**src/rtl/servo_bank.sv**
```systemverilog
// servo_bank: multi-channel servo PWM generator.
// One shared prescaler (1 us tick) and one frame counter feed an array of
// per-channel slices; each slice holds a clamped target, a slew-limited
// applied width and a registered PWM output. Applied width and enable only
// change on the frame boundary, where the frame counter wraps to 0, so a
// pulse can never be cut short or stretched mid-frame.

module servo_bank_ch #(
  parameter int PW_W      = 11,
  parameter int US_W      = 15,
  parameter int PW_MIN_US = 1000,
  parameter int PW_MAX_US = 2000,
  parameter int CENTER_US = 1500,
  parameter int SLEW_US   = 20
) (
  input  logic            clk,
  input  logic            rst_n,
  input  logic            bnd_i,
  input  logic            en_i,
  input  logic [US_W-1:0] us_i,
  input  logic [PW_W-1:0] tgt_pw_i,
  input  logic            tgt_vld_i,
  output logic            pwm_o,
  output logic [PW_W-1:0] cur_o,
  output logic            settled_o
);
  localparam int CMP_W = (US_W > PW_W) ? US_W : PW_W;
  localparam logic [PW_W-1:0] MIN_V    = PW_W'(PW_MIN_US);
  localparam logic [PW_W-1:0] MAX_V    = PW_W'(PW_MAX_US);
  localparam logic [PW_W-1:0] CENTER_V = PW_W'(CENTER_US);
  localparam logic [PW_W-1:0] SLEW_PW  = PW_W'(SLEW_US);
  localparam logic [PW_W:0]   SLEW_MAG = (PW_W+1)'(SLEW_US);

  logic [PW_W-1:0] tgt_q, tgt_d, cur_q, cur_d, tgt_clamp, cur_step;
  logic signed [PW_W:0] diff;
  logic [PW_W:0] mag;
  logic pwm_q, pwm_d;

  // Clamp on load so the stored target is always inside the legal range.
  always_comb begin
    tgt_clamp = tgt_pw_i;
    if (tgt_pw_i < MIN_V)      tgt_clamp = MIN_V;
    else if (tgt_pw_i > MAX_V) tgt_clamp = MAX_V;
    tgt_d = tgt_vld_i ? tgt_clamp : tgt_q;
  end

  // Slew step toward the target taken with the pre-load target value.
  always_comb begin
    diff = $signed({1'b0, tgt_q}) - $signed({1'b0, cur_q});
    mag  = diff[PW_W] ? $unsigned(-diff) : $unsigned(diff);
    if (SLEW_US == 0 || mag <= SLEW_MAG) cur_step = tgt_q;
    else if (diff[PW_W])                 cur_step = cur_q - SLEW_PW;
    else                                 cur_step = cur_q + SLEW_PW;
    cur_d = bnd_i ? cur_step : cur_q;
    pwm_d = en_i && (CMP_W'(us_i) < CMP_W'(cur_q));
  end

  // Channel state; async reset also drops the pin immediately.
  always_ff @(posedge clk or negedge rst_n) begin
    if (!rst_n) begin
      tgt_q <= CENTER_V;
      cur_q <= CENTER_V;
      pwm_q <= 1'b0;
    end else begin
      tgt_q <= tgt_d;
      cur_q <= cur_d;
      pwm_q <= pwm_d;
    end
  end

  assign pwm_o     = pwm_q;
  assign cur_o     = cur_q;
  assign settled_o = (cur_q == tgt_q);
endmodule

module servo_bank #(
  parameter int NUM_CH       = 2,
  parameter int CLK_FREQ_MHZ = 50,
  parameter int PW_W         = 11,
  parameter int PERIOD_US    = 20000,
  parameter int PW_MIN_US    = 1000,
  parameter int PW_MAX_US    = 2000,
  parameter int CENTER_US    = 1500,
  parameter int SLEW_US      = 20
) (
  input  logic                     clk,
  input  logic                     rst_n,
  input  logic                     enable,
  input  logic [NUM_CH*PW_W-1:0]   target_pw,
  input  logic [NUM_CH-1:0]        target_valid,
  output logic [NUM_CH-1:0]        pwm_out,
  output logic [NUM_CH*PW_W-1:0]   current_pw,
  output logic [NUM_CH-1:0]        settled,
  output logic                     frame_start
);
  localparam int PRE_W = (CLK_FREQ_MHZ > 1) ? $clog2(CLK_FREQ_MHZ) : 1;
  localparam int US_W  = (PERIOD_US > 1) ? $clog2(PERIOD_US) : 1;

  logic [PRE_W-1:0] pre_q, pre_d;
  logic [US_W-1:0]  us_q, us_d;
  logic tick, bnd, en_q, en_d, fs_q;

  // Shared timebase: 1 us tick and microsecond position within the frame.
  always_comb begin
    tick  = (pre_q == PRE_W'(CLK_FREQ_MHZ - 1));
    bnd   = tick && (us_q == US_W'(PERIOD_US - 1));
    pre_d = tick ? '0 : pre_q + PRE_W'(1);
    us_d  = us_q;
    if (tick) us_d = (us_q == US_W'(PERIOD_US - 1)) ? '0 : us_q + US_W'(1);
    en_d  = bnd ? enable : en_q;
  end

  // Timebase, frame-latched enable and frame_start strobe.
  always_ff @(posedge clk or negedge rst_n) begin
    if (!rst_n) begin
      pre_q <= '0;
      us_q  <= '0;
      en_q  <= 1'b0;
      fs_q  <= 1'b0;
    end else begin
      pre_q <= pre_d;
      us_q  <= us_d;
      en_q  <= en_d;
      fs_q  <= bnd;
    end
  end

  assign frame_start = fs_q;

  for (genvar g = 0; g < NUM_CH; g++) begin : g_ch
    servo_bank_ch #(
      .PW_W(PW_W), .US_W(US_W), .PW_MIN_US(PW_MIN_US), .PW_MAX_US(PW_MAX_US),
      .CENTER_US(CENTER_US), .SLEW_US(SLEW_US)
    ) u_ch (
      .clk      (clk),
      .rst_n    (rst_n),
      .bnd_i    (bnd),
      .en_i     (en_q),
      .us_i     (us_q),
      .tgt_pw_i (target_pw[g*PW_W +: PW_W]),
      .tgt_vld_i(target_valid[g]),
      .pwm_o    (pwm_out[g]),
      .cur_o    (current_pw[g*PW_W +: PW_W]),
      .settled_o(settled[g])
    );
  end
endmodule

```
**config.mk**
```make
export PLATFORM = sky130hd
export DESIGN_NAME = servo_bank
export DESIGN_NICKNAME = d
export VERILOG_FILES = /design/src/rtl/servo_bank.sv
export SDC_FILE = /design/constraint.sdc
export NUM_CORES = 1
export LEC_CHECK = 0
export ABC_AREA = 1
export CAP_MARGIN = 25
export CORE_UTILIZATION = 55
export CTS_BUF_LIST = sky130_fd_sc_hd__clkbuf_4
export DETAILED_ROUTE_END_ITERATION = 16
export PLACE_DENSITY = 0.84
export SLEW_MARGIN = 20
export SYNTH_ARGS = -nofsm -noshare
export SYNTH_HDL_FRONTEND = slang
export SYNTH_HIERARCHICAL = 1
export SYNTH_SLANG_ARGS = --single-unit
```
**constraint.sdc**
```tcl
create_clock -name clk -period 6.8 [get_ports clk]
set_clock_uncertainty 0.2 [all_clocks]
set_input_delay 0.68 -clock clk [delete_from_list [all_inputs] [get_ports clk]]
set_output_delay 0.68 -clock clk [all_outputs]
set_load 0.01 [all_outputs]
```
* Word level (Yosys, flattened, before mapping)
Cells that the tools add are included.
Widths: inputs -> output; s select.
** Word-level totals
- Bits in registers :: 69
- Bits in latches :: 0
- RAM bits :: 0
- Memory bits (read-only) :: 0
- Input port bits :: 27
- Output and inout bits :: 27
- Memories kept :: 0
** Cells by class
- Add/sub/neg operators :: 10
- $mul :: 0
- Div/mod/pow operators :: 0
- Order comparisons :: 8
- Eq/ne operators :: 4
- Shift operators :: 0
- Multiplexer cells :: 12
- Bitwise gates (word level) :: 0
- Reduce and logical (&&, ||, !) cells :: 3
** Operators with widths (number)
- $mux 11 :: 8
- $lt 15x11->1 :: 2
- $le 12x5->1 const B :: 2
- $mux 12 :: 2
- $neg 12->12 :: 2
- $sub 11x11->12 :: 2
- $add 11x5->11 const B :: 2
- $eq 11x11->1 :: 2
- $gt 11x11->1 const B :: 2
- $lt 11x10->1 const B :: 2
- $sub 11x5->11 const B :: 2
- $add 15x1->15 const B :: 1
- $eq 15x15->1 const B :: 1
- $mux 15 :: 1
- $add 6x1->6 const B :: 1
- $eq 6x6->1 const B :: 1
- $mux 6 :: 1
- $logic_and 1x1->1 :: 3

* Depth between registers and ports, before layout
Gate-level depths: netlist (run 1).
- Depth after elaboration :: 5
- Mapped depth :: 22
- Mapped depth without buffers :: 22

* Cells and area by module
Netlist (run 1), hierarchy kept.
** Modules (own cells, without submodules)
- servo_bank_ch (g_ch[1].u_ch) :: times used 1, cells each 396, area an instance 2703.8 µm²
- servo_bank_ch (g_ch[0].u_ch) :: times used 1, cells each 387, area an instance 2577.5 µm²
- servo_bank :: times used 1, cells each 178, area an instance 1352.5 µm²

* Least setup slack after synthesis (run 1)
Ideal clock, no wire load.
- Kind :: flip-flop to flip-flop
- From :: register g_ch[1].u_ch.cur_q[2]
- To :: register g_ch[1].u_ch.cur_q[9]
- Library setup time :: 0.121 ns
- Data arrival time :: 3.036 ns
- Required time :: 6.479 ns
- Setup slack :: 3.443 ns
- Cell stages (with the launch flop) :: 20
- Buffers on the path :: 1
- Clock period less this slack :: 3.357 ns
- Cell sequence :: dfstp_2 -> inv_1 -> ha_1 -> a21oi_2 -> nand2_2 -> nand3_2 -> nand3_2 -> buf_6 -> ha_1 -> a21oi_1 -> nand2_1 -> a21oi_1 -> o21ai_0 -> a21o_1 -> a21oi_1 -> nand2_1 -> nand2_1 -> nor2_1 -> a21oi_1 -> nand2_1
** On the way
- Longest elaborated chain between the ends :: 5
- Elaborated cells between the ends (all ways) :: 8
- Classes of those cells :: 4 x add/sub; 1 x order compare; 3 x mux
** Ends and longest elaborated chain
- start, declared :: RTL line 34 : logic [PW_W-1:0] tgt_q, tgt_d, cur_q, cur_d, tgt_clamp, cur_step;
- start signal, assigned :: RTL line 66 : cur_q <= cur_d;
- $sub 11x11->12 :: RTL line 49 : diff = $signed({1'b0, tgt_q}) - $signed({1'b0, cur_q});
- $neg 12->12 :: RTL line 50 : mag = diff[PW_W] ? $unsigned(-diff) : $unsigned(diff);
- $mux 12 :: RTL line 50
- $le 12x5->1 :: RTL line 51 : if (SLEW_US == 0 || mag <= SLEW_MAG) cur_step = tgt_q;
- $mux 11 * :: RTL line 51
Every way passes the cells marked *; elsewhere a longest branch is shown, timed or not.
A chain may end at the register's enable or synchronous reset.

* Worst setup path in the final report (run 1)
Ends and elaborated chain as after synthesis.

==> report_table.html, run 1 <==
<table>
<tr><th>Metric</th><th>Value</th></tr>
<tr><th colspan="2">Critical path</th></tr>
<tr><td>Logic depth of the worst register-to-register path</td><td>19</td></tr>
<tr><td>Worst Path Arrival</td><td>4170 ps</td></tr>
<tr><td>Type of destination of the critical path</td><td>register</td></tr>
<tr><td>Kind of start point of the critical path</td><td>register</td></tr>
<tr><td>Required time at the endpoint of the critical path</td><td>about 7000 ps</td></tr>
<tr><td>Startpoint of the worst register-to-register path</td><td>g_ch[1].u_ch/cur_o[2]$_DFFE_PN1P_</td></tr>
<tr><td>Worst-path fanout max</td><td>13</td></tr>
<tr><td>Worst setup path class</td><td>register to register</td></tr>
<tr><td>Worst-case register-to-register setup slack</td><td>~2800 ps</td></tr>
<tr><td>Endpoint of the worst register-to-register path</td><td>g_ch[1].u_ch/cur_o[9]$_DFFE_PN0P_</td></tr>
<tr><th colspan="2">Final layout</th></tr>
<tr><td>Most frequent standard cell in the layout excluding fill and tap cells</td><td>sky130_fd_sc_hd__nand2_1</td></tr>
<tr><td>Number of cells in the finished layout apart from fillers</td><td>between 1,000 and 1,500</td></tr>
<tr><td>Area overhead of the layout relative to synthesis</td><td>11.94%</td></tr>
<tr><td>Layout Nets</td><td>1,111</td></tr>
<tr><td>Highest-count cells in the layout ignoring fill and taps</td><td>255 x sky130_fd_sc_hd__nand2_1, 154 x sky130_fd_sc_hd__inv_1, 84 x sky130_fd_sc_hd__nand3_1</td></tr>
<tr><td>Antenna diodes</td><td>0</td></tr>
<tr><td>Fraction of layout instances using a drive strength above 1</td><td>between 10% and 20%</td></tr>
<tr><th colspan="2">Yosys</th></tr>
<tr><td>Warnings, synthesis</td><td>6</td></tr>
<tr><td>Register area share after synthesis</td><td>26.56%</td></tr>
<tr><td>Summed instance area of the synthesized netlist</td><td>6634 um^2</td></tr>
<tr><td>Number of instances in the synthesized netlist</td><td>a little under 1,000</td></tr>
<tr><td>Syn nets</td><td>roughly 1,100</td></tr>
<tr><td>Mean Syn Cell Area</td><td>6.903 um^2</td></tr>
<tr><td>Ys async rst share</td><td>100.0%</td></tr>
<tr><td>Unique masters post-synth</td><td>44</td></tr>
<tr><td>Number of enable flip-flop cells after synthesis</td><td>0</td></tr>
<tr><td>Most used DFF post-synth</td><td>sky130_fd_sc_hd__dfrtp_1</td></tr>
<tr><td>Number of synthesized register bits</td><td>approximately 70</td></tr>
<tr><th colspan="2">Global routing</th></tr>
<tr><td>Overall overflow remaining after global route</td><td>0</td></tr>
<tr><td>Via count of the first global-routing pass</td><td>5,706</td></tr>
<tr><td>First-pass GRT wire length</td><td>roughly 28,000 um</td></tr>
<tr><td>Overall fraction of global-route tracks in use</td><td>28.01%</td></tr>
<tr><td>Antenna violations before repair</td><td>0</td></tr>
<tr><td>Maximum number of pins on one net before global-route repair</td><td>70</td></tr>
<tr><td>Global-route track usage on met2</td><td>between 40% and 50%</td></tr>
<tr><td>GR met1 Demand/Resource</td><td>around two fifths</td></tr>
<tr><td>GRT Max-Usage Layer</td><td>met2</td></tr>
<tr><td>Met3 Track Usage GR</td><td>under 10%</td></tr>
<tr><th colspan="2">Detailed routing</th></tr>
<tr><td>Post-DR wirelength/cell</td><td>between 10 and 15 um</td></tr>
<tr><td>Number of DRC violations after detailed-routing iteration 0</td><td>between 400 and 500</td></tr>
<tr><td>Total detailed-routing wirelength</td><td>about 17,000 um</td></tr>
<tr><td>Residual antenna-violating net count after detailed routing</td><td>0</td></tr>
<tr><td>Number of iterations in the first detailed-routing pass</td><td>13</td></tr>
<tr><td>Vias per Instance</td><td>5.443</td></tr>
<tr><td>Via count of the routed design</td><td>about 6,400</td></tr>
<tr><td>DRC errors left</td><td>2</td></tr>
<tr><th colspan="2">Placed design</th></tr>
<tr><td>Count of buffers inserted at the top-level ports</td><td>53</td></tr>
<tr><td>Gp weighted congestion</td><td>about 0.96</td></tr>
<tr><td>Number of instances in the placed design</td><td>about 1,200</td></tr>
<tr><td>Detailed placer's ending HPWL</td><td>13,450 um</td></tr>
<tr><th colspan="2">Floorplanning</th></tr>
<tr><td>Starting utilization of the core area</td><td>a little under three fifths</td></tr>
<tr><td>Core area</td><td>about 12,000 um^2</td></tr>
<tr><td>Site row count</td><td>39</td></tr>
<tr><td>Die Span Y</td><td>roughly 110 um</td></tr>
<tr><td>Die Width</td><td>approximately 110 um</td></tr>
<tr><td>DIE AREA</td><td>~13,000 um^2</td></tr>
<tr><td>I/O pins</td><td>54</td></tr>
<tr><th colspan="2">CTS</th></tr>
<tr><td>Clk sink count</td><td>~70</td></tr>
<tr><td>Quantity of gates resized following cts</td><td>0</td></tr>
<tr><td>CTS tree</td><td>built</td></tr>
<tr><td>Number of buffers inserted during clock tree synthesis</td><td>9</td></tr>
<tr><td>Post-CTS setup-driven buffer insertion count</td><td>0</td></tr>
<tr><td>Clock Tree Buf Depth</td><td>2</td></tr>
<tr><td>Hold buffer count at cts</td><td>0</td></tr>
<tr><td>Worst-Skew Late Latency</td><td>about 470 ps</td></tr>
<tr><td>CTS clock-pin slew for the worst setup and hold paths</td><td>roughly 130 ps</td></tr>
<tr><td>Htree depth</td><td>3</td></tr>
<tr><td>CTS root buf</td><td>sky130_fd_sc_hd__clkbuf_4</td></tr>
<tr><th colspan="2">Power</th></tr>
<tr><td>Cell leakage power</td><td>about 3.8 nW</td></tr>
<tr><td>Peak supply drop</td><td>around 110 uV</td></tr>
<tr><td>P per Cell Area</td><td>139.9 nW/um^2</td></tr>
<tr><th colspan="2">Worst hold path</th></tr>
<tr><td>Hold Path Class</td><td>primary input to asynchronous set/reset pin</td></tr>
<tr><th colspan="2">STA</th></tr>
<tr><td># setup viols final</td><td>0</td></tr>
<tr><td>Achievable Freq</td><td>about 250 MHz</td></tr>
<tr><td>Count of pins over their slew limit</td><td>0</td></tr>
<tr><td>Number of hold violations in the final report</td><td>0</td></tr>
<tr><td>RSZ-0062 raised after global routing</td><td>false</td></tr>
<tr><td>Clock period minus final worst setup slack</td><td>4012 ps</td></tr>
<tr><td>Slew HR</td><td>between 40% and 50%</td></tr>
<tr><td>Final Cycle Share</td><td>about three fifths</td></tr>
<tr><td>Slew @ Worst Pin</td><td>between 800 and 900 ps</td></tr>
<tr><td>Setup_tns</td><td>0 ps</td></tr>
<tr><th colspan="2">Outcome</th></tr>
<tr><td>Status</td><td>finished with violations</td></tr>
<tr><td>Violated checks</td><td>design-rule violations</td></tr>
<tr><th colspan="2">Job</th></tr>
<tr><td>Max capacitance violation total</td><td>0</td></tr>
</table>
[sequential cells by signal, summed over array words and instances (netlist names)]
name and flops:
g_ch.u_ch/cur_o 22, g_ch.u_ch/tgt_q 22, us_q 15, pre_q 6, g_ch.u_ch/pwm_o 2, en_q 1, frame_start 1
[critical path, stage by stage (launching register included)]
cell	delay, ps
sky130_fd_sc_hd__dfstp_2	580
sky130_fd_sc_hd__inv_1	110
sky130_fd_sc_hd__ha_1	420
sky130_fd_sc_hd__a21oi_2	230
sky130_fd_sc_hd__nand2_2	110
sky130_fd_sc_hd__nand3_2	90
sky130_fd_sc_hd__nand3_2	270
sky130_fd_sc_hd__inv_1	390
sky130_fd_sc_hd__ha_1	310
sky130_fd_sc_hd__nand3_1	70
sky130_fd_sc_hd__nand2_1	80
sky130_fd_sc_hd__a21oi_1	150
sky130_fd_sc_hd__o21ai_0	150
sky130_fd_sc_hd__a21o_1	200
sky130_fd_sc_hd__a21oi_1	170
sky130_fd_sc_hd__nand2_1	80
sky130_fd_sc_hd__nand2_1	60
sky130_fd_sc_hd__nor2_1	40
sky130_fd_sc_hd__a21oi_1	130
sky130_fd_sc_hd__nand2_1	50
[report_power, final]
part	internal [mW]	leakage (nW)	total (mW)	switching, mW
sequential	0.427	0.827	0.436	0.00902
combinational	0.110	2.92	0.325	0.215
clock	0.110	0.0735	0.277	0.167
total	0.647	3.82	1.04	0.391
[how the worst max path moves through the flow]
| stage | startpoint | endpoint | slack [ps] | cells after the start |
|---|---|---|---|---|
| floorplan | g_ch[1].u_ch/cur_o[2]$_DFFE_PN1P_ | g_ch[1].u_ch/cur_o[9]$_DFFE_PN0P_ | 3440 | 19 |
| global placement | g_ch[1].u_ch/cur_o[2]$_DFFE_PN1P_ | g_ch[1].u_ch/cur_o[9]$_DFFE_PN0P_ | 3000 | 19 |
| detailed placement | g_ch[1].u_ch/cur_o[2]$_DFFE_PN1P_ | g_ch[1].u_ch/cur_o[9]$_DFFE_PN0P_ | 2820 | 19 |
| CTS | g_ch[1].u_ch/cur_o[2]$_DFFE_PN1P_ | g_ch[1].u_ch/cur_o[9]$_DFFE_PN0P_ | 2800 | 19 |
| global route | g_ch[1].u_ch/cur_o[3]$_DFFE_PN1P_ | g_ch[1].u_ch/cur_o[9]$_DFFE_PN0P_ | 2440 | 19 |
| finish | g_ch[1].u_ch/cur_o[2]$_DFFE_PN1P_ | g_ch[1].u_ch/cur_o[9]$_DFFE_PN0P_ | 2790 | 19 |
[synth_stat cells (4+ instances only)]
| cell | instances | area (um^2) |
|---|---|---|
| sky130_fd_sc_hd__dfstp_2 | 28 | 735.7 |
| sky130_fd_sc_hd__o211ai_1 | 6 | 45.04 |
| sky130_fd_sc_hd__nand3_4 | 4 | 70.07 |
| sky130_fd_sc_hd__dfrtp_1 | 41 | 1026 |
| sky130_fd_sc_hd__nand3_1 | 84 | 420.4 |
| sky130_fd_sc_hd__o21ai_0 | 24 | 120.1 |
| sky130_fd_sc_hd__nor3_1 | 6 | 30.03 |
| sky130_fd_sc_hd__or2_1 | 5 | 31.28 |
| sky130_fd_sc_hd__xnor2_1 | 5 | 43.79 |
| sky130_fd_sc_hd__o21ai_1 | 9 | 45.04 |
| sky130_fd_sc_hd__nand2_1 | 255 | 957.2 |
| sky130_fd_sc_hd__nand2_2 | 21 | 131.4 |
| sky130_fd_sc_hd__nand3_2 | 11 | 110.1 |
| sky130_fd_sc_hd__inv_2 | 9 | 33.78 |
| sky130_fd_sc_hd__fa_1 | 4 | 80.08 |
| sky130_fd_sc_hd__nand4_1 | 23 | 143.9 |
| sky130_fd_sc_hd__a21oi_1 | 57 | 285.3 |
| sky130_fd_sc_hd__nor2_1 | 71 | 266.5 |
| sky130_fd_sc_hd__a21oi_2 | 12 | 105.1 |
| sky130_fd_sc_hd__nor2_4 | 8 | 90.09 |
| sky130_fd_sc_hd__xor2_1 | 17 | 148.9 |
| sky130_fd_sc_hd__o21bai_1 | 5 | 37.54 |
| sky130_fd_sc_hd__inv_1 | 154 | 578.1 |
| sky130_fd_sc_hd__nor2_2 | 6 | 37.54 |
| sky130_fd_sc_hd__ha_1 | 61 | 763.2 |
[metrics by stage]
step                util, %  power (mW)  hold WS [ps]  worst slack, ps  cell area, um^2
floorplan                 -      0.6821         184.4             3443             6634
global placement      63.06      0.7570         252.6             2997             7293
detailed placement    63.06      0.7650         269.2             2818             7293
CTS                   64.21       1.042         221.1             2800             7426
global route          64.21       1.101         270.3             2436             7426
finish                64.21       1.039         211.3             2788             7426
[metal layers]
| metal | part of all wire (%) | vias up |
|---|---|---|
| met4 | 1.6 | 0 |
| met5 | 0 | - |
| met1 | 48 | 2897 |
| met3 | 6.8 | 20 |
| met2 | 43 | 198 |
| li1 | - | 3237 |
[cell type report]
class                      instances  area, um^2
multi-input combinational        720        4200
fill                            1099        4139
sequential                        69        1762
inverter                         165       619.3
timing repair buffer              54       533.0
tap                              143       178.9
clock buffer                       9       67.56
clock inverter                     7       65.06
[cells by family (layout without fill, tap and decap cells)]
group / count (synthesis) / count (layout) / synth area share, %
and+or+nand+nor: 505 / 505 / 36.31
buffers and inverters: 172 / 235 / 10.13
AOI/OAI and AO/OA: 128 / 128 / 11.39
DFF: 69 / 69 / 26.56
adders and majority gates: 65 / 65 / 12.71
xor gates and xnor gates: 22 / 22 / 2.904
Power figures use the tool's default switching activity.
==> inputs of run 2 (changes only) <==
==> constraint.sdc (replaced) <==
create_clock -name clk -period 4.1 [get_ports clk]
set_clock_uncertainty 0.2 [all_clocks]
set_input_delay 0.41 -clock clk [delete_from_list [all_inputs] [get_ports clk]]
set_output_delay 0.41 -clock clk [all_outputs]
set_load 0.01 [all_outputs]
==> run 2 against run 1 <==
  * The run still ends with design-rule violations left
  * Clock power rose by 62%
  * Sequential power rose by 66%
  * Combinational power rose by 68%
  * Utilization rose by 0.30 points
  * Global-route usage rose by 0.22 points
  * Design area rose by 0.47%
  * Via count fell by 0.24%
  * Highest routed layer unchanged
==> report_table.html, run 2 (synthesized netlist as in run 1, its figures left out) <==
<table>
<tr><th>Metric</th><th>Value</th></tr>
<tr><th colspan="2">Detailed routing</th></tr>
<tr><td>Residual antenna-violating net count after detailed routing</td><td>0</td></tr>
<tr><td>Total detailed-routing wirelength</td><td>between 15,000 and 20,000 um</td></tr>
<tr><td>Post-DR wirelength/cell</td><td>around 14 um</td></tr>
<tr><td>Number of DRC violations after detailed-routing iteration 0</td><td>just under 500</td></tr>
<tr><td>Via count of the routed design</td><td>between 6,000 and 7,000</td></tr>
<tr><td>Vias per Instance</td><td>~5.4</td></tr>
<tr><td>DRC errors left</td><td>3</td></tr>
<tr><td>Number of iterations in the first detailed-routing pass</td><td>11</td></tr>
<tr><th colspan="2">Critical path</th></tr>
<tr><td>Kind of start point of the critical path</td><td>register</td></tr>
<tr><td>Worst Path Arrival</td><td>between 3000 and 4000 ps</td></tr>
<tr><td>Type of destination of the critical path</td><td>register</td></tr>
<tr><td>Most common cell type on the critical path</td><td>sky130_fd_sc_hd__nand2_1</td></tr>
<tr><td>Worst setup path class</td><td>register to register</td></tr>
<tr><td>Max incr delay on CP</td><td>just under 600 ps</td></tr>
<tr><td>CP max-delay cell</td><td>sky130_fd_sc_hd__dfstp_2</td></tr>
<tr><td>Required time at the endpoint of the critical path</td><td>4240 ps</td></tr>
<tr><td>Worst-path fanout max</td><td>10</td></tr>
<tr><td>Worst path cell trace</td><td>inv_1 -&gt; ha_1 -&gt; a21oi_2 -&gt; nand2_2 -&gt; nand3_2 -&gt; nand3_2 -&gt; inv_1 -&gt; ha_1 -&gt; nand3_1 -&gt; nand2_1 -&gt; a21oi_1 -&gt; o21ai_0 -&gt; a21o_1 -&gt; a21oi_1 -&gt; nand2_1 -&gt; nand2_1 -&gt; nor2_1 -&gt; a21oi_1 -&gt; nand2_1</td></tr>
<tr><th colspan="2">STA</th></tr>
<tr><td>Setup_tns</td><td>0 ps</td></tr>
<tr><td>Final Cycle Share</td><td>roughly 91%</td></tr>
<tr><td>Slew HR</td><td>roughly 49%</td></tr>
<tr><td>RSZ-0062 raised after global routing</td><td>false</td></tr>
<tr><td>Slew @ Worst Pin</td><td>approximately 760 ps</td></tr>
<tr><td>Clock period minus final worst setup slack</td><td>3713 ps</td></tr>
<tr><td>Number of hold violations in the final report</td><td>0</td></tr>
<tr><td>Post-layout worst setup margin</td><td>386.6 ps</td></tr>
<tr><td>Achievable Freq</td><td>269.3 MHz</td></tr>
<tr><td># setup viols final</td><td>0</td></tr>
<tr><td>Count of pins over their slew limit</td><td>0</td></tr>
<tr><th colspan="2">Floorplanning</th></tr>
<tr><td>Die Width</td><td>111.8 um</td></tr>
<tr><td>DIE AREA</td><td>12,500 um^2</td></tr>
<tr><td>I/O pins</td><td>54</td></tr>
<tr><td>Die Span Y</td><td>111.8 um</td></tr>
<tr><td>Core area</td><td>about 12,000 um^2</td></tr>
<tr><td>Starting utilization of the core area</td><td>around 57%</td></tr>
<tr><td>Site row count</td><td>39</td></tr>
<tr><th colspan="2">Placed design</th></tr>
<tr><td>Gp weighted congestion</td><td>about 0.95</td></tr>
<tr><td>Detailed placer's ending HPWL</td><td>13,150 um</td></tr>
<tr><td>Count of buffers inserted at the top-level ports</td><td>between 50 and 60</td></tr>
<tr><td>Pre-CTS setup slack</td><td>417.9 ps</td></tr>
<tr><th colspan="2">Final layout</th></tr>
<tr><td>Antenna diodes</td><td>0</td></tr>
<tr><td>Highest-count cells in the layout ignoring fill and taps</td><td>255 x sky130_fd_sc_hd__nand2_1, 154 x sky130_fd_sc_hd__inv_1, 84 x sky130_fd_sc_hd__nand3_1</td></tr>
<tr><td>Layout Nets</td><td>between 1,000 and 1,500</td></tr>
<tr><td>Fraction of layout instances using a drive strength above 1</td><td>roughly an eighth</td></tr>
<tr><td>FILL cells</td><td>1,076</td></tr>
<tr><td>Area overhead of the layout relative to synthesis</td><td>12.47%</td></tr>
<tr><td>Most frequent standard cell in the layout excluding fill and tap cells</td><td>sky130_fd_sc_hd__nand2_1</td></tr>
<tr><th colspan="2">CTS</th></tr>
<tr><td>Clock Tree Buf Depth</td><td>2</td></tr>
<tr><td>Worst-Skew Late Latency</td><td>roughly 450 ps</td></tr>
<tr><td>Post-CTS setup-driven buffer insertion count</td><td>0</td></tr>
<tr><td>Htree depth</td><td>3</td></tr>
<tr><td>Number of buffers inserted during clock tree synthesis</td><td>9</td></tr>
<tr><td>Hold buffer count at cts</td><td>1</td></tr>
<tr><td>CTS clock-pin slew for the worst setup and hold paths</td><td>120 ps</td></tr>
<tr><td>CTS root buf</td><td>sky130_fd_sc_hd__clkbuf_4</td></tr>
<tr><td>CTS tree</td><td>built</td></tr>
<tr><td>Quantity of gates resized following cts</td><td>0</td></tr>
<tr><td>Clk sink count</td><td>about 70</td></tr>
<tr><th colspan="2">Global routing</th></tr>
<tr><td>First-pass GRT wire length</td><td>approximately 28,000 um</td></tr>
<tr><td>Maximum number of pins on one net before global-route repair</td><td>37</td></tr>
<tr><td>Via count of the first global-routing pass</td><td>just under 6,000</td></tr>
<tr><td>Antenna violations before repair</td><td>0</td></tr>
<tr><td>Overall overflow remaining after global route</td><td>0</td></tr>
<tr><td>Overall fraction of global-route tracks in use</td><td>28.24%</td></tr>
<tr><th colspan="2">Outcome</th></tr>
<tr><td>Violated checks</td><td>design-rule violations</td></tr>
<tr><td>Status</td><td>finished with violations</td></tr>
<tr><th colspan="2">Power</th></tr>
<tr><td>P per Cell Area</td><td>about 230 nW/um^2</td></tr>
<tr><td>Peak supply drop</td><td>between 150 and 200 uV</td></tr>
<tr><td>Cell leakage power</td><td>3.838 nW</td></tr>
<tr><th colspan="2">Job</th></tr>
<tr><td>Max capacitance violation total</td><td>0</td></tr>
<tr><th colspan="2">Worst hold path</th></tr>
<tr><td>Hold Path Class</td><td>register to register</td></tr>
</table>
-- run 2: path summary, 6_finish.rpt --
path                                              startpoint                           endpoint  slack [ps]  cells after the start
setup reg to reg           g_ch[1].u_ch/cur_o[2]$_DFFE_PN1P_  g_ch[1].u_ch/cur_o[9]$_DFFE_PN0P_         390                     19
min in group asynchronous                              rst_n                 pre_q[3]$_DFF_PN0_         380                      2
setup / recovery           g_ch[1].u_ch/cur_o[2]$_DFFE_PN1P_  g_ch[1].u_ch/cur_o[9]$_DFFE_PN0P_         390                     19
hold reg to reg            g_ch[0].u_ch/tgt_q[0]$_DFFE_PN0P_  g_ch[0].u_ch/cur_o[0]$_DFFE_PN0P_         280                      2
hold / removal             g_ch[0].u_ch/tgt_q[0]$_DFFE_PN0P_  g_ch[0].u_ch/cur_o[0]$_DFFE_PN0P_         280                      2
max in group asynchronous                              rst_n  g_ch[1].u_ch/cur_o[8]$_DFFE_PN1P_        2330                      3
-- run 2: through the flow --
| step | hold WS [ps] | utilization (%) | instance area (um^2) | std cells | total power, mW |
|---|---|---|---|---|---|
| 6_report | 282.8 | 64.51 | 7461 | 1171 | 1.718 |
| 5_1_grt | 271.4 | 64.51 | 7461 | 1171 | 1.832 |
| 4_1_cts | 252.7 | 64.51 | 7461 | 1171 | 1.725 |
| 3_5_place_dp | 260.3 | 63.26 | 7316 | 1154 | 1.272 |
| 3_3_place_gp | 253.9 | 63.26 | 7316 | 1154 | 1.264 |
| 2_1_floorplan | -85.59 | - | 6634 | 961 | 1.131 |
-- run 2: critical path, delay by kind of cell, from the launching register on --
| family | cells | cell delay (ps) |
|---|---|---|
| adders and majority gates | 2 | 710 |
| AOI/OAI and AO/OA | 6 | 960 |
| and+or+nand+nor | 9 | 740 |
| DFF | 1 | 580 |
| buffers and inverters | 2 | 440 |
-- run 2: report_power, final --
part | internal [mW] | switching (mW)
clock network | 0.196 | 0.253
registers | 0.708 | 0.0143
logic | 0.189 | 0.358
-- run 2: area by class of cell --
class,count,area [um^2],area share [%]
Clock buffer,11,82.58,1.107
Clock inverter,5,52.55,0.7043
Inverter,165,619.3,8.301
Multi-Input combinational cell,720,4200,56.30
Sequential cell,69,1762,23.61
Tap cell,143,178.9,2.398
Timing Repair Buffer,58,565.5,7.580
-- run 2: routing by layer --
layer	global-route usage (%)	up-vias	wire [um]
met3	5.063	21	974
li1	-	3245	-
met2	43.81	196	7167
met5	0	-	0
met4	8.739	0	291
met1	39.96	2875	8115
